--- config.mk ---
export PLATFORM = sky130hd
export DESIGN_NAME = tape_ram_arbiter_flat
export DESIGN_NICKNAME = d
export VERILOG_FILES = /design/src/rtl/tape_ram_pkg.sv /design/src/rtl/tape_ram_arbiter_if.sv /design/src/rtl/tape_ram_rd_port.sv /design/src/rtl/tape_ram_arbiter.sv /design/src/flat_wrapper.sv
export SDC_FILE = /design/constraint.sdc
export NUM_CORES = 1
export LEC_CHECK = 0
export ABC_CLOCK_PERIOD_IN_PS = 7000
export CORE_MARGIN = 2
export CORE_UTILIZATION = 40
export DETAILED_ROUTE_END_ITERATION = 10
export PLACE_DENSITY = 0.8
export SYNTH_ARGS = -nofsm -noshare
export SYNTH_HDL_FRONTEND = slang
export SYNTH_SLANG_ARGS = --single-unit
--- constraint.sdc ---
create_clock -name clk -period 7 [get_ports clk]
set_input_delay 2.1 -clock clk [delete_from_list [all_inputs] [get_ports clk]]
set_output_delay 2.1 -clock clk [all_outputs]
set_load 0.005 [all_outputs]
--- src/rtl/tape_ram_pkg.sv ---
// Shared types for the tape RAM arbiter: data width, request bundle, grant code.
// Requests carry addresses zero-extended to ADDR_W_MAX so one struct serves any addrSize <= 16.
// Hazard helper: read that targets the address written in the previous cycle.
package tape_ram_pkg;

  localparam int DATA_W     = 8;
  localparam int ADDR_W_MAX = 16;

  typedef struct packed {
    logic                  valid;
    logic                  write;
    logic [ADDR_W_MAX-1:0] addr;
    logic [DATA_W-1:0]     wdata;
  } req_t;

  typedef enum logic [1:0] {
    GNT_NONE = 2'd0,
    GNT_C    = 2'd1,
    GNT_H    = 2'd2
  } gnt_t;

  // A read in the cycle after a write to the same address would see stale RAM data.
  function automatic logic is_hazard(input req_t r, input logic lw_vld,
                                     input logic [ADDR_W_MAX-1:0] lw_addr);
    return r.valid & ~r.write & lw_vld & (r.addr == lw_addr);
  endfunction

endpackage

--- src/rtl/tape_ram_arbiter_if.sv ---
// Bundle of the core (C) and host (H) request/response signals plus the RAM control signals.
// slave = arbiter side; master = requesters and RAM side.
// Requesters hold valid/addr/data stable until ready is seen.
interface tape_ram_arbiter_if #(parameter int addrSize = 9);
  import tape_ram_pkg::*;

  logic                c_valid;
  logic                c_write;
  logic [addrSize-1:0] c_addr;
  logic [DATA_W-1:0]   c_wdata;
  logic                c_ready;
  logic                c_rvalid;
  logic [DATA_W-1:0]   c_rdata;

  logic                h_valid;
  logic                h_write;
  logic [addrSize-1:0] h_addr;
  logic [DATA_W-1:0]   h_wdata;
  logic                h_ready;
  logic                h_rvalid;
  logic [DATA_W-1:0]   h_rdata;

  logic [addrSize-1:0] ram_addr_in;
  logic [DATA_W-1:0]   ram_dataIn;
  logic                ram_write_rq;
  logic [addrSize-1:0] ram_addr_out;
  logic [DATA_W-1:0]   ram_dataOut;
  logic                ram_reset_n;

  modport slave (
    input  c_valid, c_write, c_addr, c_wdata,
    output c_ready, c_rvalid, c_rdata,
    input  h_valid, h_write, h_addr, h_wdata,
    output h_ready, h_rvalid, h_rdata,
    output ram_addr_in, ram_dataIn, ram_write_rq, ram_addr_out, ram_reset_n,
    input  ram_dataOut
  );

  modport master (
    output c_valid, c_write, c_addr, c_wdata,
    input  c_ready, c_rvalid, c_rdata,
    output h_valid, h_write, h_addr, h_wdata,
    input  h_ready, h_rvalid, h_rdata,
    input  ram_addr_in, ram_dataIn, ram_write_rq, ram_addr_out, ram_reset_n,
    output ram_dataOut
  );

endinterface

--- src/rtl/tape_ram_rd_port.sv ---
// Per-requester read return register: captures RAM (or forwarded) data on read accept.
// Latency 1: rvalid pulses the cycle after accept; rdata holds until the next read.
// No backpressure; reset masks outputs immediately so an in-flight rvalid is dropped.
module tape_ram_rd_port
  import tape_ram_pkg::*;
(
  input  logic              clk,
  input  logic              reset,
  input  logic              rd_acc,
  input  logic              fwd,
  input  logic [DATA_W-1:0] fwd_data,
  input  logic [DATA_W-1:0] ram_data,
  output logic              rvalid,
  output logic [DATA_W-1:0] rdata
);

  logic              rvalid_q;
  logic [DATA_W-1:0] rdata_q;

  // Capture read data on accept; forwarded data replaces the stale RAM value.
  always_ff @(posedge clk) begin
    if (reset) begin
      rvalid_q <= 1'b0;
      rdata_q  <= '0;
    end else begin
      rvalid_q <= rd_acc;
      if (rd_acc) rdata_q <= fwd ? fwd_data : ram_data;
    end
  end

  // Reset asserted the cycle after an accept must still suppress the response.
  always_comb begin
    rvalid = rvalid_q & ~reset;
    rdata  = reset ? '0 : rdata_q;
  end

endmodule

--- src/rtl/tape_ram_arbiter.sv ---
// Arbitrates core (C) and host (H) access to the tape RAM; C priority, H wins after MAX_WAIT stalls.
// Writes/read addresses issued in the accept cycle; read data returned one cycle later.
// Read-after-write hazard: forwarded if RAM_ARB_FWD_EN is defined, otherwise the hazard read stalls 1 cycle.
module tape_ram_arbiter
  import tape_ram_pkg::*;
#(
  parameter int addrSize = 9,
  parameter int MAX_WAIT = 8
) (
  input logic               clk,
  input logic               reset,
  tape_ram_arbiter_if.slave bus
);

  req_t                  c_req, h_req, win;
  gnt_t                  gnt;
  logic [7:0]            wait_cnt;
  logic                  last_wr_vld;
  logic [ADDR_W_MAX-1:0] last_wr_addr;
  logic [DATA_W-1:0]     last_wr_data;
  logic                  c_haz, h_haz, c_block, h_block, c_fwd, h_fwd;
  logic                  c_elig, h_elig, h_pri, wr_acc, c_rd_acc, h_rd_acc;

  // Pack both requesters into the common request format.
  always_comb begin
    c_req       = '0;
    c_req.valid = bus.c_valid;
    c_req.write = bus.c_write;
    c_req.addr  = ADDR_W_MAX'(bus.c_addr);
    c_req.wdata = bus.c_wdata;
    h_req       = '0;
    h_req.valid = bus.h_valid;
    h_req.write = bus.h_write;
    h_req.addr  = ADDR_W_MAX'(bus.h_addr);
    h_req.wdata = bus.h_wdata;
  end

  assign c_haz = is_hazard(c_req, last_wr_vld, last_wr_addr);
  assign h_haz = is_hazard(h_req, last_wr_vld, last_wr_addr);

`ifdef RAM_ARB_FWD_EN
  assign c_block = 1'b0;
  assign h_block = 1'b0;
  assign c_fwd   = c_haz;
  assign h_fwd   = h_haz;
`else
  assign c_block = c_haz;
  assign h_block = h_haz;
  assign c_fwd   = 1'b0;
  assign h_fwd   = 1'b0;
`endif

  assign c_elig = c_req.valid & ~c_block & ~reset;
  assign h_elig = h_req.valid & ~h_block & ~reset;
  assign h_pri  = (wait_cnt == 8'(MAX_WAIT));

  // Grant: starved H first, then C, then H; a blocked requester yields to the other.
  always_comb begin
    gnt = GNT_NONE;
    if (h_elig && h_pri) gnt = GNT_H;
    else if (c_elig)     gnt = GNT_C;
    else if (h_elig)     gnt = GNT_H;
  end

  // Select the winning request and drive the RAM; idle outputs are zero.
  always_comb begin
    case (gnt)
      GNT_C:   win = c_req;
      GNT_H:   win = h_req;
      default: win = '0;
    endcase
    wr_acc           = win.valid & win.write;
    c_rd_acc         = (gnt == GNT_C) & ~c_req.write;
    h_rd_acc         = (gnt == GNT_H) & ~h_req.write;
    bus.c_ready      = (gnt == GNT_C);
    bus.h_ready      = (gnt == GNT_H);
    bus.ram_write_rq = wr_acc;
    bus.ram_addr_in  = wr_acc ? addrSize'(win.addr) : '0;
    bus.ram_dataIn   = wr_acc ? win.wdata : '0;
    bus.ram_addr_out = (win.valid & ~win.write) ? addrSize'(win.addr) : '0;
    bus.ram_reset_n  = ~reset;
  end

  // H anti-starvation counter: counts stalled H cycles, saturates at MAX_WAIT.
  always_ff @(posedge clk) begin
    if (reset || !bus.h_valid || bus.h_ready) wait_cnt <= '0;
    else if (wait_cnt < 8'(MAX_WAIT))         wait_cnt <= wait_cnt + 8'd1;
  end

  // Remember the write issued this cycle; it is a hazard source for the next cycle only.
  always_ff @(posedge clk) begin
    if (reset) begin
      last_wr_vld  <= 1'b0;
      last_wr_addr <= '0;
      last_wr_data <= '0;
    end else begin
      last_wr_vld <= wr_acc;
      if (wr_acc) begin
        last_wr_addr <= win.addr;
        last_wr_data <= win.wdata;
      end
    end
  end

  tape_ram_rd_port u_c_rd (
    .clk      (clk),
    .reset    (reset),
    .rd_acc   (c_rd_acc),
    .fwd      (c_fwd),
    .fwd_data (last_wr_data),
    .ram_data (bus.ram_dataOut),
    .rvalid   (bus.c_rvalid),
    .rdata    (bus.c_rdata)
  );

  tape_ram_rd_port u_h_rd (
    .clk      (clk),
    .reset    (reset),
    .rd_acc   (h_rd_acc),
    .fwd      (h_fwd),
    .fwd_data (last_wr_data),
    .ram_data (bus.ram_dataOut),
    .rvalid   (bus.h_rvalid),
    .rdata    (bus.h_rdata)
  );

endmodule

--- src/flat_wrapper.sv ---
// flat-port wrapper written by rule: the top's interface ports become plain ports
module tape_ram_arbiter_flat import tape_ram_pkg::*;
#(
  parameter int addrSize = 9,
  parameter int MAX_WAIT = 8
)
  (clk, reset, bus_c_valid, bus_c_write, bus_c_addr, bus_c_wdata, bus_c_ready, bus_c_rvalid, bus_c_rdata, bus_h_valid, bus_h_write, bus_h_addr, bus_h_wdata, bus_h_ready, bus_h_rvalid, bus_h_rdata, bus_ram_addr_in, bus_ram_dataIn, bus_ram_write_rq, bus_ram_addr_out, bus_ram_reset_n, bus_ram_dataOut);
  tape_ram_arbiter_if #(.addrSize(addrSize)) bus_i ();
  input logic clk;
  input logic reset;
  input wire logic [$bits(bus_i.c_valid)-1:0] bus_c_valid;
  input wire logic [$bits(bus_i.c_write)-1:0] bus_c_write;
  input wire logic [$bits(bus_i.c_addr)-1:0] bus_c_addr;
  input wire logic [$bits(bus_i.c_wdata)-1:0] bus_c_wdata;
  output wire logic [$bits(bus_i.c_ready)-1:0] bus_c_ready;
  output wire logic [$bits(bus_i.c_rvalid)-1:0] bus_c_rvalid;
  output wire logic [$bits(bus_i.c_rdata)-1:0] bus_c_rdata;
  input wire logic [$bits(bus_i.h_valid)-1:0] bus_h_valid;
  input wire logic [$bits(bus_i.h_write)-1:0] bus_h_write;
  input wire logic [$bits(bus_i.h_addr)-1:0] bus_h_addr;
  input wire logic [$bits(bus_i.h_wdata)-1:0] bus_h_wdata;
  output wire logic [$bits(bus_i.h_ready)-1:0] bus_h_ready;
  output wire logic [$bits(bus_i.h_rvalid)-1:0] bus_h_rvalid;
  output wire logic [$bits(bus_i.h_rdata)-1:0] bus_h_rdata;
  output wire logic [$bits(bus_i.ram_addr_in)-1:0] bus_ram_addr_in;
  output wire logic [$bits(bus_i.ram_dataIn)-1:0] bus_ram_dataIn;
  output wire logic [$bits(bus_i.ram_write_rq)-1:0] bus_ram_write_rq;
  output wire logic [$bits(bus_i.ram_addr_out)-1:0] bus_ram_addr_out;
  output wire logic [$bits(bus_i.ram_reset_n)-1:0] bus_ram_reset_n;
  input wire logic [$bits(bus_i.ram_dataOut)-1:0] bus_ram_dataOut;
  assign bus_i.c_valid = bus_c_valid;
  assign bus_i.c_write = bus_c_write;
  assign bus_i.c_addr = bus_c_addr;
  assign bus_i.c_wdata = bus_c_wdata;
  assign bus_c_ready = bus_i.c_ready;
  assign bus_c_rvalid = bus_i.c_rvalid;
  assign bus_c_rdata = bus_i.c_rdata;
  assign bus_i.h_valid = bus_h_valid;
  assign bus_i.h_write = bus_h_write;
  assign bus_i.h_addr = bus_h_addr;
  assign bus_i.h_wdata = bus_h_wdata;
  assign bus_h_ready = bus_i.h_ready;
  assign bus_h_rvalid = bus_i.h_rvalid;
  assign bus_h_rdata = bus_i.h_rdata;
  assign bus_ram_addr_in = bus_i.ram_addr_in;
  assign bus_ram_dataIn = bus_i.ram_dataIn;
  assign bus_ram_write_rq = bus_i.ram_write_rq;
  assign bus_ram_addr_out = bus_i.ram_addr_out;
  assign bus_ram_reset_n = bus_i.ram_reset_n;
  assign bus_i.ram_dataOut = bus_ram_dataOut;
  tape_ram_arbiter #(.addrSize(addrSize), .MAX_WAIT(MAX_WAIT)) u_core (.clk(clk), .reset(reset), .bus(bus_i));
endmodule
==> summary.txt <==
Global routing
  • Initial antenna violation count: 0
  • Overall overflow remaining after global route: 0
  • Vias in the first global route: 1913
  • Global-route wire length before repair: 8.728 mm
  • Gr usage total: 20.74%
  • Maximum number of pins on one net before global-route repair: 21

STA
  • Final setup violation count: 0
  • Relative slew slack: 48.04%
  • Layout Skew: 0.004721 ns
  • Number of endpoints with negative hold slack in the final report: 0
  • Final cycle utilization of the critical path: 99.47%
  • Achievable frequency: 0.1436 GHz
  • Time the final worst path needs with I/O delays and setup: 6.963 ns
  • RSZ-0062 raised after global routing: yes
  • Pin slew with the least headroom to its limit: 0.7723 ns
  • Max-slew violation count: 0

Final layout
  • Share of post-route cells with drive strength above 1: 14.63%
  • Antenna diodes: 0
  • Layout overhead on the synthesized area: 67.51%
  • Final layout net count: 379
  • Post-Layout Cell Count: 382

Synthesis
  • Syn Area/Cell: 8.753 um2
  • Synthesized netlist net count: 268
  • Gate Count Post-Synth: 216
  • Yosys Warn Count: 0
  • Post-synthesis cell type count: 35
  • Post-synth design cell area: 0.001891 mm2
  • Synthesis-stage register bit count: 36
  • Register area share after synthesis: 38.12%

Placed design
  • HPWL after DPL: 4.146 mm
  • Weighted congestion at the end of routability-driven global placement: 0.7942
  • Number of cells after detailed placement: 371
  • Count of input and output buffers: 95

Critical path
  • Worst R2R Path Depth: 11
  • Worst r2r src: u_core.wait_cnt[7]$_SDFFE_PP0N_
  • Worst endpoint required time: 4.90 ns
  • Critical Path Most Common Cell: sky130_fd_sc_hd__buf_4
  • Cell family with most CP delay: buffers and inverters
  • R2R Setup Slk: 3.91 ns
  • Worst-path cell chain: clkdlybuf4s50_1, xor2_1, nor3b_2, a31oi_1, buf_4, nor4_4, ha_2, buf_4, a22oi_2, or3_4, buf_6, buf_4, nor2_1, dlygate4sd2_1
  • WP data arrival: 4.86 ns
  • Delay contributed by the slowest stage of the critical path: 0.45 ns
  • Critical path capture point type: output pin
  • Crit path max-delay cell type: sky130_fd_sc_hd__clkdlybuf4s50_1
  • Count of buffering cells on the critical path with inverters included: 6
  • CP Max Fanout: 6
  • Element type at the critical path start: input port
  • Worst r2r dst: u_core.u_c_rd.rdata_q[6]$_SDFFE_PP0P_
  • Critical path start-end classification: input port to output pin

Floorplanning
  • Horizontal die dimension: 72.75 um
  • Std-Cell Rows: 25
  • Num ports: 96
  • Initial Utilization: 40.84%
  • Area of the core: 0.004629 mm2
  • Floorplan die height: 72.75 um
  • Area of the die: 0.005293 mm2

Detailed routing
  • Final WL: 5.687 mm
  • Drt initial violations: 109
  • Via-to-Cell Ratio: 5.120
  • Post-route DRC: 0
  • Number of vias in the routed layout: 1956
  • Final antenna-violating net count: 0
  • Initial DRT Pass Iterations: 4
  • Average detailed-routed wire length per instance: 14.89 um

Pwr
  • Portion of total power attributed to combinational logic: 18.8%
  • Standby leakage power: 1.335 nW
  • Cell Int Power: 0.0003282 W
  • Part of the total power dissipated in the clock network: 33.1%
  • Total power: 0.0004406 W
  • Net switching power figure: 0.0001124 W
  • Pwr dens: 139.1 mW/mm2
  • Relative contribution of sequential cells to total power: 48.0%
  • Largest voltage drop on the vdd net: 0.00009437 V
  • Switching share of power: 25.51%

CTS
  • Clk slew on worst S/H paths: 0.07 ns
  • Number of buffers inserted during clock tree synthesis: 5
  • CTS tree: built
  • Total number of H-tree levels: 2
  • Master cell of the clock root buffer: sky130_fd_sc_hd__clkbuf_8
  • Largest buffer count on any clock path: 2
  • Clock insertion delay at the later pin of the skew report: 0.29 ns
  • Number of clock sinks seen by CTS: 36

Hold path
  • Endpoint with the worst hold slack: u_core.wait_cnt[5]$_SDFFE_PP0N_
  • Number of cells on the worst hold path: 1
  • Min-Delay Path Class: flip-flop to flip-flop
  • Start point of the worst hold path: u_core.wait_cnt[5]$_SDFFE_PP0N_

Run
  • MaxCap Viol Count: 0

Outcome
  • Outcome: complete, no violations
-- Yosys cell counts --
cell                        n  area (um2)
sky130_fd_sc_hd__xnor2_1   10       87.58
sky130_fd_sc_hd__clkbuf_1   7       26.28
sky130_fd_sc_hd__nor2b_1   20       125.1
sky130_fd_sc_hd__nand3b_1   1       7.510
sky130_fd_sc_hd__a21oi_1    3       15.01
sky130_fd_sc_hd__and2b_1    1       7.510
sky130_fd_sc_hd__o22a_1    16       140.1
sky130_fd_sc_hd__nor2_1    42       157.7
sky130_fd_sc_hd__nand4_1    4       25.02
sky130_fd_sc_hd__nand3_1    2       10.01
sky130_fd_sc_hd__a31o_2     1       8.760
sky130_fd_sc_hd__nand2b_1   3       18.77
sky130_fd_sc_hd__a31oi_1    1       6.260
sky130_fd_sc_hd__buf_2      1       5.000
sky130_fd_sc_hd__or4_1      1       7.510
sky130_fd_sc_hd__nor3_1     1       5.000
sky130_fd_sc_hd__buf_4      3       22.52
sky130_fd_sc_hd__a211oi_1   9       67.56
sky130_fd_sc_hd__nor4_4     1       21.27
sky130_fd_sc_hd__or3_1      1       6.260
sky130_fd_sc_hd__o211a_1    1       10.01
sky130_fd_sc_hd__xor2_1    10       87.58
sky130_fd_sc_hd__o211ai_1   1       7.510
sky130_fd_sc_hd__buf_1      1       3.750
sky130_fd_sc_hd__nor4_1     2       12.51
sky130_fd_sc_hd__inv_1      5       18.77
sky130_fd_sc_hd__a22oi_1   18       135.1
sky130_fd_sc_hd__nand2_1    1       3.750
sky130_fd_sc_hd__a22oi_2    1       12.51
sky130_fd_sc_hd__and2_1     5       31.28
sky130_fd_sc_hd__ha_1       4       50.05
sky130_fd_sc_hd__nor3b_1    1       7.510
sky130_fd_sc_hd__dfxtp_1   36       720.7
sky130_fd_sc_hd__nor4_2     1       12.51
sky130_fd_sc_hd__inv_4      1       6.260
-- metal layers --
metal | vias up | part of all wire [%] | track usage, % | wire length [um]
met4 | 0 | 1.2 | 5.556 | 68
li1 | 987 | - | - | -
met5 | - | 0 | 0 | 0
met3 | 8 | 4.1 | 3.315 | 234
met2 | 46 | 50 | 35.76 | 2848
met1 | 915 | 45 | 26.88 | 2536
-- cells in the final DEF, fill, tap and decap left out, drive strengths merged, types with 2 or more instances in the layout --
cell type	n
buf	21
nor2	42
clkinv	3
nand4	4
a211oi	9
clkdlybuf4s50	65
dfxtp	36
nor4	4
nor2b	20
and2	5
o22a	16
xor2	10
a22oi	19
a21oi	3
nand2b	3
clkbuf	6
dlymetal6s2s	5
ha	4
dlygate4sd2	23
nand3	2
inv	6
xnor2	10
-- power by group through the flow --
stage	combinational [W]	sequential, W	clock (W)
final	0.0000829	0.000212	0.000146
after global routing	0.0000892	0.000212	0.000158
after CTS	0.0000817	0.000212	0.000149
after detailed placement	0.0000803	0.000216	0
after global placement	0.0000795	0.000216	0
after floorplan	0.0000313	0.000216	0
-- cell type report --
cell class | count | area [um2]
sequential | 36 | 720.7
inverter | 6 | 25.02
clock inverter | 3 | 18.77
clock buffer | 5 | 68.82
fill | 375 | 1463
multi-input combinational | 162 | 1170
timing repair buffer | 116 | 1096
tap | 54 | 67.56
-- cell families (layout without fill, tap and decap cells) --
kind of cell    after synthesis  in the layout  share of synthesized area [%]
compound gates               51             51                          21.31
fa+ha+maj                     4              4                          2.647
simple gates                 87             87                          24.29
flops                        36             36                          38.12
buf+inv                      18            130                          4.368
xor+xnor                     20             20                          9.265
-- metrics by stage --
stage                     setup WS, ns  cell area (um2)  TNS, ns  utilization [%]  hold slack [ns]
after global placement         -0.2626             2987   -5.165            64.51           0.4443
after CTS                     0.001037             3124        0            67.49           0.4700
after global routing          -0.08054             3167  -0.4415            68.41           0.4949
final                          0.03741             3167        0            68.41           0.4676
after detailed placement       -0.3188             2987   -6.184            64.51           0.4476
after floorplan                 0.6086             1891        0                -           0.4302
-- sequential cells by signal (all words and copies together) (netlist names) --
register                count
u_core.last_wr_vld          1
u_core.u_c_rd.rvalid_q      1
u_core.u_c_rd.rdata_q       8
u_core.last_wr_addr         9
u_core.wait_cnt             8
u_core.u_h_rd.rvalid_q      1
u_core.u_h_rd.rdata_q       8
-- worst register-to-register path, stage by stage (launching register included) --
cell and delay [ns]:
sky130_fd_sc_hd__dfxtp_1 0.31, sky130_fd_sc_hd__nor4_1 0.69, sky130_fd_sc_hd__nand4_1 0.22, sky130_fd_sc_hd__a31oi_1 0.27, sky130_fd_sc_hd__buf_4 0.17, sky130_fd_sc_hd__nor4_4 0.04, sky130_fd_sc_hd__ha_2 0.20, sky130_fd_sc_hd__buf_4 0.15
sky130_fd_sc_hd__buf_4 0.17, sky130_fd_sc_hd__nand2b_1 0.29, sky130_fd_sc_hd__nor2_1 0.25, sky130_fd_sc_hd__o22a_1 0.24
-- timing repair --
| item | in CTS | in global routing |
|---|---|---|
| pin swaps | 6 | 5 |
| gates resized for setup | 38 | 13 |
| hold endpoints to repair | 0 | 0 |
| setup endpoints to repair | 27 | 24 |
| hold buffers | 0 | 0 |
| buffers inserted | 3 | 0 |
-- worst max path at each step --
stage          slack [ns]     startpoint  cells after the start                  end
6_report             0.04  bus_h_addr[2]                     14   bus_ram_addr_in[5]
5_1_grt             -0.08  bus_c_addr[4]                     12  bus_ram_addr_out[7]
4_1_cts             0.001  bus_h_addr[0]                     11   bus_ram_addr_in[3]
3_5_place_dp        -0.32  bus_h_addr[0]                     10    bus_ram_dataIn[5]
3_3_place_gp        -0.26  bus_h_addr[0]                     10   bus_ram_addr_in[0]
2_1_floorplan        0.61  bus_h_addr[7]                      9   bus_ram_addr_in[0]
No activity file was read; power rests on OpenSTA's default activity.
